**src/rtl/mbist_march_ctrl.sv**
```systemverilog
// March C- BIST controller for a single-port RAM whose read data lags its address by one edge.
// Optional build macro MBIST_STOP_ON_FAIL_EN: end the run on the edge after the first mismatch.
module mbist_march_ctrl #(
  parameter int                ADDR_W     = 6,
  parameter int                DATA_W     = 8,
  parameter logic [DATA_W-1:0] BG_PATTERN = '0
) (
  input  logic              clk,
  input  logic              rst_n,
  input  logic              start,
  output logic [ADDR_W-1:0] ramaddr,
  output logic [DATA_W-1:0] ramin,
  output logic              we,
  input  logic [DATA_W-1:0] ramout,
  output logic              busy,
  output logic              done,
  output logic              fail,
  output logic [ADDR_W-1:0] fail_addr,
  output logic [DATA_W-1:0] fail_data
);

  typedef enum logic [3:0] {
    S_IDLE, S_M0, S_M1, S_M2, S_M3, S_M4, S_M5, S_FLUSH, S_DONE
  } state_t;

`ifdef MBIST_STOP_ON_FAIL_EN
  localparam bit STOP_ON_FAIL = 1'b1;
`else
  localparam bit STOP_ON_FAIL = 1'b0;
`endif

  localparam logic [ADDR_W-1:0] ADDR_LAST = '1;
  localparam logic [ADDR_W-1:0] ADDR_ONE  = ADDR_W'(1);
  localparam logic [DATA_W-1:0] BG0       = BG_PATTERN;
  localparam logic [DATA_W-1:0] BG1       = ~BG_PATTERN;

  state_t              r_state;
  logic [ADDR_W-1:0]   r_addr;
  logic                r_phase;
  logic                r_we;
  logic [DATA_W-1:0]   r_ramin;
  logic                r_busy;
  logic                r_done;
  logic                r_fail;
  logic [ADDR_W-1:0]   r_fail_addr;
  logic [DATA_W-1:0]   r_fail_data;
  logic                r_exp_valid;
  logic [DATA_W-1:0]   r_exp_data;
  logic [ADDR_W-1:0]   r_exp_addr;

  logic                w_down;
  logic                w_terminal;
  logic                w_read;
  logic                w_mismatch;
  logic [ADDR_W-1:0]   w_step_addr;
  logic [ADDR_W-1:0]   w_reload;
  logic [DATA_W-1:0]   w_rd_exp;
  logic [DATA_W-1:0]   w_wr_val;
  state_t              w_next_elem;

  // Per-element direction, data values and successor element.
  always_comb begin
    w_down      = (r_state == S_M3) || (r_state == S_M4);
    w_terminal  = w_down ? (r_addr == '0) : (r_addr == ADDR_LAST);
    w_step_addr = w_down ? (r_addr - ADDR_ONE) : (r_addr + ADDR_ONE);
    w_read      = 1'b0;
    w_rd_exp    = BG0;
    w_wr_val    = BG0;
    w_next_elem = S_FLUSH;
    w_reload    = '0;
    case (r_state)
      S_M0: w_next_elem = S_M1;
      S_M1: begin
        w_read = !r_phase; w_rd_exp = BG0; w_wr_val = BG1;
        w_next_elem = S_M2;
      end
      S_M2: begin
        w_read = !r_phase; w_rd_exp = BG1; w_wr_val = BG0;
        w_next_elem = S_M3; w_reload = ADDR_LAST;
      end
      S_M3: begin
        w_read = !r_phase; w_rd_exp = BG0; w_wr_val = BG1;
        w_next_elem = S_M4; w_reload = ADDR_LAST;
      end
      S_M4: begin
        w_read = !r_phase; w_rd_exp = BG1; w_wr_val = BG0;
        w_next_elem = S_M5;
      end
      S_M5: begin
        w_read = 1'b1; w_rd_exp = BG0;
      end
      default: ;
    endcase
  end

  // NOTE: ramout answers the address issued one cycle earlier, so it is checked
  // against the expectation registered on that read cycle, not the current state.
  assign w_mismatch = r_exp_valid && (ramout != r_exp_data);

  // NOTE: all state here uses non-blocking assignments so every register samples
  // pre-edge values; later assignments in the block deliberately override earlier ones.
  always_ff @(posedge clk or negedge rst_n) begin
    if (!rst_n) begin
      r_state     <= S_IDLE;
      r_addr      <= '0;
      r_phase     <= 1'b0;
      r_we        <= 1'b0;
      r_ramin     <= '0;
      r_busy      <= 1'b0;
      r_done      <= 1'b0;
      r_fail      <= 1'b0;
      r_fail_addr <= '0;
      r_fail_data <= '0;
      r_exp_valid <= 1'b0;
      r_exp_data  <= '0;
      r_exp_addr  <= '0;
    end else begin
      r_exp_valid <= w_read;
      r_exp_data  <= w_rd_exp;
      r_exp_addr  <= r_addr;

      if (w_mismatch && !r_fail) begin
        r_fail      <= 1'b1;
        r_fail_addr <= r_exp_addr;
        r_fail_data <= ramout;
      end

      if (STOP_ON_FAIL && w_mismatch) begin
        r_state     <= S_DONE;
        r_we        <= 1'b0;
        r_busy      <= 1'b0;
        r_done      <= 1'b1;
        r_exp_valid <= 1'b0;
      end else begin
        case (r_state)
          S_IDLE, S_DONE: begin
            if (start) begin
              r_state     <= S_M0;
              r_addr      <= '0;
              r_phase     <= 1'b0;
              r_we        <= 1'b1;
              r_ramin     <= BG0;
              r_busy      <= 1'b1;
              r_done      <= 1'b0;
              r_fail      <= 1'b0;
              r_fail_addr <= '0;
              r_fail_data <= '0;
            end
          end
          S_M0: begin
            r_ramin <= w_wr_val;
            if (w_terminal) begin
              r_state <= w_next_elem;
              r_addr  <= w_reload;
              r_we    <= 1'b0;
            end else begin
              r_addr <= w_step_addr;
              r_we   <= 1'b1;
            end
          end
          S_M1, S_M2, S_M3, S_M4: begin
            if (!r_phase) begin
              r_phase <= 1'b1;
              r_we    <= 1'b1;
              r_ramin <= w_wr_val;
            end else begin
              r_phase <= 1'b0;
              r_we    <= 1'b0;
              if (w_terminal) begin
                r_state <= w_next_elem;
                r_addr  <= w_reload;
              end else begin
                r_addr <= w_step_addr;
              end
            end
          end
          S_M5: begin
            if (w_terminal) r_state <= S_FLUSH;
            else            r_addr  <= w_step_addr;
          end
          S_FLUSH: begin
            r_state <= S_DONE;
            r_busy  <= 1'b0;
            r_done  <= 1'b1;
          end
          default: r_state <= S_IDLE;
        endcase
      end
    end
  end

  assign ramaddr   = r_addr;
  assign ramin     = r_ramin;
  assign we        = r_we;
  assign busy      = r_busy;
  assign done      = r_done;
  assign fail      = r_fail;
  assign fail_addr = r_fail_addr;
  assign fail_data = r_fail_data;

endmodule

```
**config.mk**
```make
export PLATFORM = sky130hd
export DESIGN_NAME = mbist_march_ctrl
export DESIGN_NICKNAME = d
export VERILOG_FILES = /design/src/rtl/mbist_march_ctrl.sv
export SDC_FILE = /design/constraint.sdc
export NUM_CORES = 1
export LEC_CHECK = 0
export ABC_CLOCK_PERIOD_IN_PS = 2650
export CAP_MARGIN = 10
export CELL_PAD_IN_SITES_DETAIL_PLACEMENT = 1
export CELL_PAD_IN_SITES_GLOBAL_PLACEMENT = 1
export CORE_MARGIN = 2
export CORE_UTILIZATION = 39
export DETAILED_ROUTE_END_ITERATION = 8
export PLACE_DENSITY = 0.9
export SYNTH_ARGS = -nofsm -noshare
export SYNTH_HDL_FRONTEND = slang
export SYNTH_SLANG_ARGS = --single-unit
```
**constraint.sdc**
```tcl
create_clock -name clk -period 2.65 [get_ports clk]
set_clock_uncertainty 0.05 [all_clocks]
set_input_delay 0.53 -clock clk [delete_from_list [all_inputs] [get_ports clk]]
set_output_delay 0.53 -clock clk [all_outputs]
set_load 0.01 [all_outputs]
```
==> results of run 1 <==
[Yosys cell counts, drive strengths merged]
master,count
a2111oi,2
a211oi,4
a21o,2
a21oi,8
a22oi,2
a311oi,1
a31oi,5
a32o,1
a32oi,1
and2,2
and3,1
and4,1
and4bb,1
buf,12
clkbuf,7
clkinv,1
dfrtp,38
fa,1
ha,4
inv,7
maj3,1
mux2,1
mux2i,15
nand2,13
nand2b,1
nand3,4
nand3b,1
nand4,2
nor2,33
nor2b,1
nor3,10
nor4,3
o211ai,5
o21ai,8
o221a,1
o22ai,2
o31a,1
o31ai,7
or2,1
or3b,1
or4,2
xnor2,1
xor2,3
[layer usage]
metal  vias up  routed length, µm  global-route usage
li1        857                  -                   -
met1       894               2380               0.228
met2        53               3040               0.366
met3        15                280              0.0535
met4         0                155              0.0877
met5         -                  0                   0
[through the flow]
step                setup slack (ns)  area (µm²)  hold WS [ns]   util
floorplan                      0.237        2130         0.184      -
global placement               0.262        2570         0.421  0.493
detailed placement             0.136        2570         0.445  0.493
CTS                            0.149        2680         0.309  0.515
global route                  0.0709        2680         0.346  0.515
finish                         0.166        2680         0.292  0.515
[state kept, by name, indices dropped and copies added, names as in the netlist]
| name | count |
|---|---|
| we | 1 |
| done | 1 |
| r_exp_addr | 6 |
| r_phase | 1 |
| ramin | 1 |
| r_state | 4 |
| fail | 1 |
| busy | 1 |
| fail_data | 8 |
| fail_addr | 6 |
| r_exp_data | 1 |
| r_exp_valid | 1 |
| ramaddr | 6 |
[cells by family after synthesis]
kind of cell,count (synthesis),share of synthesized area
DFF,38,0.446
adders and majority gates,6,0.0376
xor gates and xnor gates,4,0.0164
muxes,16,0.0757
and+or+nand+nor,77,0.180
AOI/OAI and AO/OA,50,0.173
buffers and inverters,27,0.0705
[power by group]
group	leakage (µW)	internal (µW)	switching (µW)
logic	0.000562	525	502
registers	0.000464	791	197
clock network	0.0000573	301	195
[critical path, stage by stage (launching register included)]
cell and delay, ns:
dfrtp_1 0.38, or3b_1 0.44, clkinv_2 0.13, ha_1 0.23, o21ai_0 0.12, nor2_1 0.23, mux2i_1 0.30, a2111oi_1 0.13
a2111oi_2 0.36
[final cells by class]
class,instances,area [µm²],share of cell area
Multi-Input combinational cell,153,1030,0.384
Sequential cell,38,951,0.355
Timing Repair Buffer,49,468,0.175
Tap cell,70,87.6,0.0327
Clock buffer,6,82.6,0.0308
Inverter,8,31.3,0.0117
Clock inverter,1,30.0,0.0112
[worst paths after layout]
path                                              start                     end  slack [ns]  cells after the start
worst max-delay path             r_state[3]$_DFFE_PN0P_  ramaddr[5]$_DFFE_PN0P_        0.17                      8
worst min-delay path                              rst_n  fail_addr[5]$_DFF_PN0_        0.29                      1
worst max register to register   r_state[3]$_DFFE_PN0P_  ramaddr[5]$_DFFE_PN0P_        0.17                      8
worst min register to register  r_exp_addr[3]$_DFF_PN0_  fail_addr[3]$_DFF_PN0_        0.45                      2
max in group asynchronous                         rst_n  ramaddr[2]$_DFFE_PN0P_        1.74                      1
min in group clk                r_exp_addr[3]$_DFF_PN0_  fail_addr[3]$_DFF_PN0_        0.45                      2
==> metrics.txt, run 1 <==
status=finished clean; CTS root buffer=clkbuf_8; Port Buf Inserts=42; largest net degree at the start of global routing=39; Mapped Nets=234; vias in the first global route=1931; Period minus WS final=2.48 ns; Setup CP Type=register to register; WL final=5.86 mm; overall die height=77.9 µm; most frequent cells in the layout=41 x clkdlybuf4s50_1, 38 x dfrtp_1, 33 x nor2_1, 15 x mux2i_1, 13 x nand2_1; net count reported at finish=271; max frequency=0.403 GHz; layout cells sized above 1=0.102; Initial DRT Pass Iterations=4; routed length per instance=18.0 µm; register area share after synthesis=0.446; Die ar.=6070 µm²; total congestion overflow=0; Total Routing Usage GR=0.205; Hold WC Path Type=input pin to async pin; top-area cell type share of the netlist area=0.446; fin crit share=0.937; Hold Buf Count CTS=0; routed vias=1819; Synth area leader=dfrtp_1; I/O pins=43; RSZ-0062 raised after global routing=false; power per cell area=937 nW/µm²; clock-pin transition on the worst setup and hold timing paths=0.07 ns; Arrival @ worst endpoint=2.60 ns; Post-Synthesis Cells=218; # setup viols final=0; Antenna Cells=0; Tightest Pin Transition=0.834 ns; Syn Area/Cell=9.77 µm²; area grow syn2layout=25.8%; LEAKAGE=0.00108 µW; Die Wd=77.9 µm; postcts setup bufs=0; H-Tree Depth=2; commonest non-fill, non-tap cell in the layout=clkdlybuf4s50_1; Placed Cells incl. Taps=318; Yosys warnings=0; setup tns final=0 ns; Critical Path RT=2.77 ns; Rel. slew slack=0.444; Cell Count, Final, Fillers Out=325; initial antenna violation count=0; total CTS buffers=5; FILL cells=592; std cell rows=26; HPWL Detailed=4.27 mm; Critical Path End Type=register; DRC violations left=0; CP Max Fanout=6; Pins Over Slew Limit=0; mapped cell area=2130 µm²; peak supply drop=331 µV; routability congestion estimate=0.811; Routed Antenna Nets=0; Synth Register Bits=38; total core area=5200 µm²; via density per instance=5.60; Worst setup SP type=register; Max-cap violations=0; Netlist cell types=49; Num Clock Sinks=38; Tot Pwr=2510 µW; CTS tree=yes; CTS max path bufs=2; Starting Density=0.409; synth top area cells=dfrtp_1 45%, mux2i_1 7.0%, nor2_1 5.8%; clock latency on the worst-skew pair=0.29 ns; Hold Fails Final Rpt=0; Initial DRC Count=84; Post-CTS Resized=0; first-pass GRT wire length=9.61 mm
Note: power is estimated with default switching activity, not from simulation.
==> inputs of run 2 (changes only) <==
ABC_CLOCK_PERIOD_IN_PS = 2940   (was 2650)
CORE_UTILIZATION = 42   (was 39)
PLACE_DENSITY = 0.95   (was 0.9)
clock period = 2.94 ns   (was 2.65 ns; I/O delays follow)
==> run 2 against run 1 <==
  * Maximum frequency shrank 4.3%
  * Flip-flop and latch count is the same
  * Largest power group unchanged
  * First-iteration DRC count grew 42%
  * Cell count shrank 0.92%
  * Non-clock buffer count shrank 1
  * Setup slack gained 0.18 ns
  * Wire length shrank 3.6%
  * Count of clock-buffer cells in the layout grew 1
  * Power shrank 13%
  * Sequential share of layout area grew 0.44 points
==> metrics.txt, run 2 (same netlist as run 1, synthesis figures left out) <==
status=finished clean; CTS root buffer=clkbuf_8; Antenna Cells=0; power per cell area=828 nW/µm²; CTS max path bufs=2; I/O pins=43; crit path to=ramaddr[5]$_DFFE_PN0P_; peak supply drop=315 µV; Final WS setup=0.346 ns; Hold Buf Count CTS=0; area grow syn2layout=24.3%; # setup viols final=0; total core area=4820 µm²; Critical Path RT=3.04 ns; RR Startpoint=r_state[3]$_DFFE_PN0P_; Starting Density=0.442; clock-pin transition on the worst setup and hold timing paths=0.07 ns; routability congestion estimate=0.806; max frequency=0.386 GHz; H-Tree Depth=2; Tot Pwr=2190 µW; reg2reg path depth=8; Initial DRT Pass Iterations=6; Port Buf Inserts=42; Worst R2R Setup Slack=0.35 ns; Num Clock Sinks=38; Setup CP Type=register to register; Die Wd=75.2 µm; initial antenna violation count=0; Hold WC Path Type=input pin to async pin; Final Util=0.550; routed length per instance=17.5 µm; clock latency on the worst-skew pair=0.29 ns; Total Routing Usage GR=0.219; LEAKAGE=0.00107 µW; HPWL Detailed=4.10 mm; WL final=5.65 mm; largest net degree at the start of global routing=39; CTS tree=yes; via density per instance=5.61; Worst setup SP type=register; Rel. slew slack=0.434; fin crit share=0.882; Worst R2R End=ramaddr[5]$_DFFE_PN0P_; vias in the first global route=1909; DRC violations left=0; setup tns final=0 ns; first-pass GRT wire length=9.20 mm; Psw=818 µW; overall die height=75.2 µm; Tightest Pin Transition=0.849 ns; routed vias=1806; total CTS buffers=5; Clk pwr share=0.169; CP Max Fanout=7; Die ar.=5660 µm²; dpl ws=0.400 ns; net count reported at finish=270; Sw Ratio=0.373; CP startpoint=r_state[3]$_DFFE_PN0P_; postcts setup bufs=0; Hold Fails Final Rpt=0; Max-cap violations=0; Int Pwr=1380 µW; commonest non-fill, non-tap cell in the layout=clkdlybuf4s50_1; Arrival @ worst endpoint=2.70 ns; Critical Path End Type=register; Combinational Power Share=0.422; Pins Over Slew Limit=0; total congestion overflow=0; Routed Antenna Nets=0; most frequent cells in the layout=41 x clkdlybuf4s50_1, 38 x dfrtp_1, 33 x nor2_1, 15 x mux2i_1, 13 x nand2_1; std cell rows=25; Initial DRC Count=119; Period minus WS final=2.59 ns; max reg flops=8; Post-CTS Resized=0; RSZ-0062 raised after global routing=false; layout cells sized above 1=0.0980; Sequential Power Share=0.408
-- run 2: power groups by stage --
stage	Sequential [µW]	Combinational [µW]	Clock [µW]
floorplan	916	444	0
CTS	898	941	380
detailed placement	904	929	0
global route	924	1030	397
global placement	882	874	0
finish	896	926	371
-- run 2: how the worst min path moves through the flow --
stage,from,to,slack (ns)
2_1_floorplan,rst_n,busy$_DFFE_PN0P_,0.24
3_3_place_gp,r_exp_addr[0]$_DFF_PN0_,fail_addr[0]$_DFF_PN0_,0.42
3_5_place_dp,r_exp_addr[4]$_DFF_PN0_,fail_addr[4]$_DFF_PN0_,0.45
4_1_cts,rst_n,we$_DFFE_PN0P_,0.37
5_1_grt,rst_n,r_phase$_DFFE_PN0P_,0.40
6_report,rst_n,we$_DFFE_PN0P_,0.34
-- run 2: critical path: stages (launching register included) --
cell and delay, ns:
dfrtp_1 0.41, or3b_1 0.52, clkinv_2 0.15, ha_1 0.26, a211oi_1 0.24, nor2_1 0.10
mux2i_1 0.15, a2111oi_1 0.47, a2111oi_2 0.10
-- run 2: final cells by class --
cell class                      count  area [µm²]
Clock inverter                      1        5.00
Sequential cell                    38         951
Fill cell                         588        2170
Tap cell                           67        83.8
Multi-Input combinational cell    153        1030
Clock buffer                        7        86.3
Timing Repair Buffer               48         460
Inverter                            8        31.3
-- run 2: per-stage QoR --
stage | instance area (µm²) | std cells | hold slack (ns)
floorplan | 2130 | 218 | 0.242
global placement | 2560 | 314 | 0.417
detailed placement | 2560 | 314 | 0.448
CTS | 2650 | 322 | 0.372
global route | 2650 | 322 | 0.405
finish | 2650 | 322 | 0.345
-- run 2: routing by layer --
metal | GRT usage | wire length [µm] | vias up
li1 | - | - | 854
met1 | 0.262 | 2310 | 897
met2 | 0.385 | 2960 | 41
met3 | 0.0388 | 211 | 14
met4 | 0.0955 | 161 | 0
met5 | 0 | 0 | -
==> inputs of run 3 (changes only) <==
ABC_CLOCK_PERIOD_IN_PS = 3100   (was 2940)
SKIP_CTS_REPAIR_TIMING = 1   (was unset)
clock period = 3.1 ns   (was 2.94 ns; I/O delays follow)
==> run 3 against run 2 <==
  * Critical path type is now input pin to register
  * Final area up 0.43%
  * Non-clock buffer count is 1 higher
  * Largest cell class unchanged
  * Hold slack better by 0.030 ns
==> metrics.txt, run 3 (same netlist as run 1, synthesis figures left out) <==
status=finished clean; power per cell area=793 nW/µm²; layout cells sized above 1=0.105; Worst R2R Setup Slack=0.64 ns; DRC violations left=0; Tightest Pin Transition=0.851 ns; Antenna Cells=0; total congestion overflow=0; CTS tree=yes; Arrival @ worst endpoint=2.62 ns; routability congestion estimate=0.829; Initial DRT Pass Iterations=4; total core area=4820 µm²; Worst setup SP type=input pin; largest net degree at the start of global routing=39; CTS root buffer=clkbuf_8; Final Util=0.552; first-pass GRT wire length=9.24 mm; commonest non-fill, non-tap cell in the layout=clkdlybuf4s50_1; routed vias=1813; FILL cells=572; WL final=5.73 mm; Tot Pwr=2110 µW; setup tns final=0 ns; Rel. slew slack=0.433; total CTS buffers=5; clock latency on the worst-skew pair=0.30 ns; std cell rows=25; Pins Over Slew Limit=0; Hold WC Path Type=input pin to async pin; via density per instance=5.61; max reg flops=8; Starting Density=0.442; Hold Fails Final Rpt=0; Setup CP Type=input pin to register; fin crit share=0.798; net count reported at finish=271; clock-pin transition on the worst setup and hold timing paths=0.08 ns; max frequency=0.404 GHz; Critical Path RT=3.24 ns; HPWL Detailed=3.96 mm; Critical Path End Type=register; CP Max Fanout=11; initial antenna violation count=0; Total Routing Usage GR=0.219; Num Clock Sinks=38; CTS max path bufs=2; Initial DRC Count=107; peak supply drop=390 µV; I/O pins=43; LEAKAGE=0.00107 µW; Port Buf Inserts=42; H-Tree Depth=2; Final WS setup=0.625 ns; Routed Antenna Nets=0; overall die height=75.2 µm; Max-cap violations=0; dpl ws=0.432 ns; area grow syn2layout=24.8%; most frequent cells in the layout=41 x clkdlybuf4s50_1, 38 x dfrtp_1, 33 x nor2_1, 15 x mux2i_1, 13 x nand2_1; Period minus WS final=2.48 ns; RSZ-0062 raised after global routing=false; routed length per instance=17.7 µm; vias in the first global route=1867; # setup viols final=0; Die ar.=5660 µm²; Die Wd=75.2 µm
[run 3: power by group]
group / switching (µW) / internal (µW)
clock network: 184 / 179
logic: 439 / 459
registers: 172 / 676
total: 795 / 1310
[run 3: routing by layer]
| layer | vias up | GRT usage | wire (µm) |
|---|---|---|---|
| met5 | - | 0 | 0 |
| met4 | 0 | 0.0877 | 125 |
| met3 | 10 | 0.0321 | 190 |
| met2 | 41 | 0.377 | 2860 |
| met1 | 906 | 0.278 | 2550 |
| li1 | 856 | - | - |
[run 3: path summary, 6_finish.rpt]
check                                        start                       to  depth (start not counted)
setup / recovery                             start   ramaddr[5]$_DFFE_PN0P_                          8
hold / removal                               rst_n           we$_DFFE_PN0P_                          1
setup reg to reg            r_state[3]$_DFFE_PN0P_   ramaddr[5]$_DFFE_PN0P_                          8
hold reg to reg            r_exp_addr[1]$_DFF_PN0_   fail_addr[1]$_DFF_PN0_                          2
max in group asynchronous                    rst_n  r_exp_addr[3]$_DFF_PN0_                          1
min in group clk           r_exp_addr[1]$_DFF_PN0_   fail_addr[1]$_DFF_PN0_                          2
[run 3: layout make-up]
cell class	instances	area, µm²	area share
Multi-Input combinational cell	153	1030	0.387
Sequential cell	38	951	0.358
Timing Repair Buffer	49	468	0.176
Tap cell	67	83.8	0.0315
Clock buffer	6	82.6	0.0311
Inverter	8	31.3	0.0118
Clock inverter	2	12.5	0.00471
[run 3: worst max-delay path, cell delays in order]
cell	delay (ns)
clkdlybuf4s50_1	0.47
nor4_1	0.45
a31oi_1	0.10
buf_4	0.19
o211ai_1	0.18
buf_4	0.26
inv_1	0.07
a2111oi_2	0.28
[run 3: per-stage QoR]
step,hold WS (ns),instances,area [µm²]
2_1_floorplan,0.274,218,2130
3_3_place_gp,0.419,315,2560
3_5_place_dp,0.443,315,2560
4_1_cts,0.398,323,2660
5_1_grt,0.448,323,2660
6_report,0.375,323,2660
